<file path="config.mk">
export PLATFORM = sky130hd
export DESIGN_NAME = mux_stream_arbiter
export DESIGN_NICKNAME = d
export VERILOG_FILES = /design/src/rtl/mux_stream_pkg.sv /design/src/rtl/mux_out_reg.sv /design/src/rtl/mux_stream_arbiter.sv
export SDC_FILE = /design/constraint.sdc
export NUM_CORES = 1
export LEC_CHECK = 0
export CAP_MARGIN = 20
export CORE_MARGIN = 1.5
export CORE_UTILIZATION = 46
export CTS_CLUSTER_SIZE = 28
export DETAILED_ROUTE_END_ITERATION = 12
export GPL_ROUTABILITY_DRIVEN = 0
export PLACE_DENSITY = 0.9
export SLEW_MARGIN = 20
export SYNTH_ARGS = -nofsm -noshare
export SYNTH_HDL_FRONTEND = slang
export SYNTH_HIERARCHICAL = 1
export SYNTH_SLANG_ARGS = --single-unit
</file>
<file path="constraint.sdc">
create_clock -name clk -period 4.1 [get_ports clk]
set_input_delay 0.615 -clock clk [delete_from_list [all_inputs] [get_ports clk]]
set_output_delay 0.615 -clock clk [all_outputs]
set_load 0.01 [all_outputs]
</file>
<file path="src/rtl/mux_stream_pkg.sv">
// Shared types and grant helpers for the two-channel packet stream arbiter.
package mux_stream_pkg;

  typedef enum logic {ST_IDLE, ST_LOCK} arb_state_t;

  localparam logic CH0 = 1'b0;
  localparam logic CH1 = 1'b1;

  // Round-robin pick: the pointer wins a tie, otherwise whichever channel is valid.
  function automatic logic rr_pick(input logic ptr, input logic v0, input logic v1);
    if (v0 && v1) return ptr;
    return v1 ? CH1 : CH0;
  endfunction

endpackage

</file>
<file path="src/rtl/mux_out_reg.sv">
// One-entry output register; loads a beat on a transfer, drops valid on an empty load.
module mux_out_reg #(
  parameter int DATA_W = 8
) (
  input  logic              clk,
  input  logic              reset,
  input  logic              ld_i,
  input  logic              xfer_i,
  input  logic [DATA_W-1:0] data_i,
  input  logic              last_i,
  output logic [DATA_W-1:0] data_o,
  output logic              valid_o,
  output logic              last_o
);

  logic [DATA_W-1:0] data_q;
  logic              valid_q, last_q;

  always_ff @(posedge clk or posedge reset) begin
    if (reset) begin
      data_q  <= '0;
      valid_q <= 1'b0;
      last_q  <= 1'b0;
    end else if (ld_i) begin
      valid_q <= xfer_i;
      if (xfer_i) begin
        data_q <= data_i;
        last_q <= last_i;
      end
    end
  end

  assign data_o  = data_q;
  assign valid_o = valid_q;
  assign last_o  = last_q;

endmodule

</file>
<file path="src/rtl/mux_stream_arbiter.sv">
// Packet-granular two-channel arbiter with registered output and over-length guard.
// Define MUX_STREAM_ARB_STRICT_PRIO_EN to make channel 0 always win ties.
module mux_stream_arbiter
  import mux_stream_pkg::*;
#(
  parameter int DATA_W    = 8,
  parameter int MAX_BEATS = 16,
  parameter int CNT_W     = 5
) (
  input  logic              clk,
  input  logic              reset,
  input  logic [DATA_W-1:0] din_0,
  input  logic              din_0_valid,
  input  logic              din_0_last,
  output logic              din_0_ready,
  input  logic [DATA_W-1:0] din_1,
  input  logic              din_1_valid,
  input  logic              din_1_last,
  output logic              din_1_ready,
  output logic [DATA_W-1:0] mux_out,
  output logic              mux_out_valid,
  output logic              mux_out_last,
  input  logic              mux_out_ready,
  output logic              sel,
  output logic              busy,
  output logic              err_overlen
);

  arb_state_t       state_q, state_d;
  logic             sel_q, sel_d;
  logic             ptr_q, ptr_d;
  logic             err_q, err_d;
  logic [CNT_W-1:0] cnt_q, cnt_d, cnt_inc;
  logic             ld, xfer, grant;
  logic             cur_valid, cur_last;
  logic [DATA_W-1:0] cur_data;

  assign ld        = !mux_out_valid || mux_out_ready;
  assign cur_valid = sel_q ? din_1_valid : din_0_valid;
  assign cur_last  = sel_q ? din_1_last  : din_0_last;
  assign cur_data  = sel_q ? din_1       : din_0;
  assign cnt_inc   = cnt_q + 1'b1;

`ifdef MUX_STREAM_ARB_STRICT_PRIO_EN
  assign grant = din_0_valid ? CH0 : CH1;
`else
  assign grant = rr_pick(ptr_q, din_0_valid, din_1_valid);
`endif

  always_ff @(posedge clk or posedge reset) begin
    if (reset) begin
      state_q <= ST_IDLE;
      sel_q   <= CH0;
      ptr_q   <= CH0;
      err_q   <= 1'b0;
      cnt_q   <= '0;
    end else begin
      state_q <= state_d;
      sel_q   <= sel_d;
      ptr_q   <= ptr_d;
      err_q   <= err_d;
      cnt_q   <= cnt_d;
    end
  end

  always_comb begin
    state_d     = state_q;
    sel_d       = sel_q;
    ptr_d       = ptr_q;
    err_d       = err_q;
    cnt_d       = cnt_q;
    xfer        = 1'b0;
    din_0_ready = 1'b0;
    din_1_ready = 1'b0;
    case (state_q)
      ST_IDLE: begin
        if (din_0_valid || din_1_valid) begin
          sel_d   = grant;
          state_d = ST_LOCK;
        end
      end
      ST_LOCK: begin
        din_0_ready = ld && (sel_q == CH0);
        din_1_ready = ld && (sel_q == CH1);
        if (ld && cur_valid) begin
          xfer  = 1'b1;
          cnt_d = cnt_inc;
          // Forced release leaves the tail of the packet to re-arbitrate as a new one.
          if (cur_last || cnt_inc == CNT_W'(MAX_BEATS)) begin
            state_d = ST_IDLE;
            ptr_d   = ~sel_q;
            cnt_d   = '0;
            if (!cur_last) err_d = 1'b1;
          end
        end
      end
      default: state_d = ST_IDLE;
    endcase
  end

  mux_out_reg #(.DATA_W(DATA_W)) u_out (
    .clk     (clk),
    .reset   (reset),
    .ld_i    (ld),
    .xfer_i  (xfer),
    .data_i  (cur_data),
    .last_i  (cur_last),
    .data_o  (mux_out),
    .valid_o (mux_out_valid),
    .last_o  (mux_out_last)
  );

  assign sel         = sel_q;
  assign busy        = (state_q == ST_LOCK);
  assign err_overlen = err_q;

endmodule

</file>
==> impl_results.md <==
* Status: finished clean
* Syn-to-layout area delta at 40.6%
* Switch share at 36.3%
* Worst-path clk slew at 100 ps
* Grt ovf at 0
* WP data required at 3480 ps
* Number of setup buffers added after CTS at 0
* Clock network power share at 10.2%
* Worst Hold End: err_overlen
* Vias per std cell at 5.28
* Buf/Inv on CP at 2
* Final Cycle Share at 65.1%
* CTS tree: built
* CP max stage cell: clkdlybuf4s50_1
* Gates resized, CTS repair at 0
* Die height at 50.1 um
* Clock Latency Late Sink at 300 ps
* DP HPWL at 1.66 mm
* Via count at 835
* Peak fanout along the critical path at 5
* R2r setup slk at 2050 ps
* Cells on worst reg2reg path at 5
* Hold path start: err_overlen
* Total global-route track usage at 19.8%
* Leakage at 0.624 nW
* H-tree levels at 1
* Pin count of the biggest net entering global routing at 16
* Drt wl/cell at 13.9 um
* Pint at 0.000590 W
* Clock buffer depth at 2
* Initial antenna violation count at 0
* Most frequent cells in the layout: clkdlybuf4s50_1 (37), dfrtp_1 (19), mux2_2 (17), nand2_1 (9), o21ai_0 (8)
* Final Max Slew Viols at 0
* Nets at 156
* Max Cap Viol at 0
* Post-CTS Hold Fix Bufs at 0
* TNS Setup at 0 ps
* Fmax at 374 MHz
* Critical R2R Launch: sel
* Crit path kind: in -> out
* Overall routed net length at 2.19 mm
* Initial Util at 50.5%
* CORE AREA at 2020 sq um
* Crit path cell chain: clkdlybuf4s50_1 > nand2b_1 > and3_1 > clkdlybuf4s50_1
* Post-synthesis register bit count at 19
* Seq pwr share at 38.6%
* Multi-input gate area at 497 sq um
* Top post-synthesis cells by area: dfrtp_1 (47%), mux2_2 (19%), o21ai_0 (3.9%)
* Share of cells above drive strength 1 at 19.8%
* # DRC at 0
* Most common cell after layout, fill and taps aside: clkdlybuf4s50_1
* Top-area cell type share of the netlist area at 46.6%
* CTS root buf: clkbuf_4
* Post-Syn Instances at 92
* Die width at 50.1 um
* CTS Sinks at 19
* Final Power at 0.000925 W
* CTS buffer count at 3
* Final hold viol count at 0
* Die Area at 2510 sq um
* First-pass GRT wire length at 3.69 mm
* Worst Skew at 1.47 ps
* Filler instances at 148
* Pre-antenna DRT Iters at 4
* Synthesized area per cell at 11.1 sq um
* Worst R2R End: u_out/data_o[7]
* CP peak stage delay at 530 ps
* Mapped Nets at 116
* Antenna viol nets, final at 0
* Port Buf Inserts at 37
* Least-Margin Pin Slew at 635 ps
* YS warnings at 6
* Top delay family on crit path: buffers and inverters
* CP endpoint kind: output port
* Worst-case vdd ir drop at 396 uV
* Row count at 16
* Rel. slew slack at 57.7%
* Distinct cell type count after synthesis at 27
* Final min period at 2670 ps
* Critical path arrival at 2060 ps
* Final setup fails at 0
* Most used cell, CP: clkdlybuf4s50_1
* PwrDens at 645 nW/um^2
* IO Count at 38
* Combinational power share at 51.2%
* Switching pwr at 0.000335 W
* DR iter-0 viols at 12
* Netlist Area Pre-Place at 1020 sq um
* Sequential element share of the synthesized area at 46.6%
* Hold Crit Class: reg -> reg
* FF/Latch Area at 475 sq um
* Worst setup SP type: input port
* Unrepaired setup endpoints after global routing: false
* Hold Path Stages at 2
* Leading area contributor after synthesis: dfrtp_1
* Antenna cell count at 0
* Vias in the first global route at 819
how the worst max path moves through the flow:
stage / to / cells past startpoint / start / slack, ps
3_3_place_gp: din_1_ready / 4 / mux_out_ready / 1450
5_1_grt: din_1_ready / 4 / mux_out_ready / 1340
2_1_floorplan: din_1_ready / 2 / mux_out_ready / 2380
3_5_place_dp: din_1_ready / 4 / mux_out_ready / 1430
6_report: din_1_ready / 4 / mux_out_ready / 1430
4_1_cts: din_1_ready / 4 / mux_out_ready / 1420
synthesized netlist by cell type:
cell type,number
mux2i_4,1
o31a_1,1
a31oi_1,1
nand2b_1,2
a211oi_2,1
inv_4,1
and3_1,1
a21oi_1,4
buf_6,1
nand2_1,9
o21ai_0,8
nor2_1,4
nand2_4,1
and4b_1,1
o41ai_1,1
nand3_4,1
mux2_2,17
nor2b_1,1
inv_1,7
a211o_1,1
buf_2,1
ha_1,1
and2_1,2
dfrtp_1,19
nand3_1,3
mux2_4,1
mux2i_1,1
cells by family (layout without fill, tap and decap cells):
family                     count (synthesis)  count (layout)  synth area share, %
buffers and inverters                     10              49                 4.78
and+or+nand+nor                           25              25                 13.7
AOI/OAI and AO/OA                         17              17                 10.3
adders and majority gates                  1               1                 1.23
muxes                                     20              20                 23.4
DFF                                       19              19                 46.6
routing by layer:
layer  GRT usage (%)  wire [um]  vias up
met5               0          0        -
met4            10.2         38        0
met3            9.39        240        5
met2            29.8       1010       39
met1            23.4        904      392
li1                -          -      399
power groups by stage:
stage | Clock [W] | Sequential [W] | Combinational (W)
floorplan | 0 | 0.000351 | 0.000274
global placement | 0 | 0.000354 | 0.000461
detailed placement | 0 | 0.000359 | 0.000473
CTS | 0.0000971 | 0.000357 | 0.000479
global route | 0.000105 | 0.000371 | 0.000515
finish | 0.0000945 | 0.000357 | 0.000474
registers in the layout (all words and copies together), names as in the netlist:
register,count
busy,1
cnt_q,5
err_overlen,1
ptr_q,1
sel,1
u_out/data_o,8
u_out/last_o,1
u_out/valid_o,1
cell type report:
cell class                      count  area share (%)
Multi-Input combinational cell     63            34.6
Sequential cell                    19            33.1
Timing Repair Buffer               37            25.8
Tap cell                           27            2.35
Inverter                            8            2.27
Clock buffer                        4            1.83
tightest hold or removal path, cell delays in order (launching register included):
cell	delay, ps
dfrtp_1	350
inv_1	40
o41ai_1	50
through the flow:
stage | setup slack [ps] | utilization (%) | instances | instance area [sq um] | hold WS, ps
2_1_floorplan | 2380 | - | 92 | 1020 | 443
3_3_place_gp | 1450 | 69.7 | 154 | 1410 | 448
3_5_place_dp | 1430 | 69.7 | 154 | 1410 | 449
4_1_cts | 1420 | 71.0 | 158 | 1440 | 473
5_1_grt | 1340 | 71.0 | 158 | 1440 | 497
6_report | 1430 | 71.0 | 158 | 1440 | 470
Note: power is estimated with default switching activity, not from simulation.
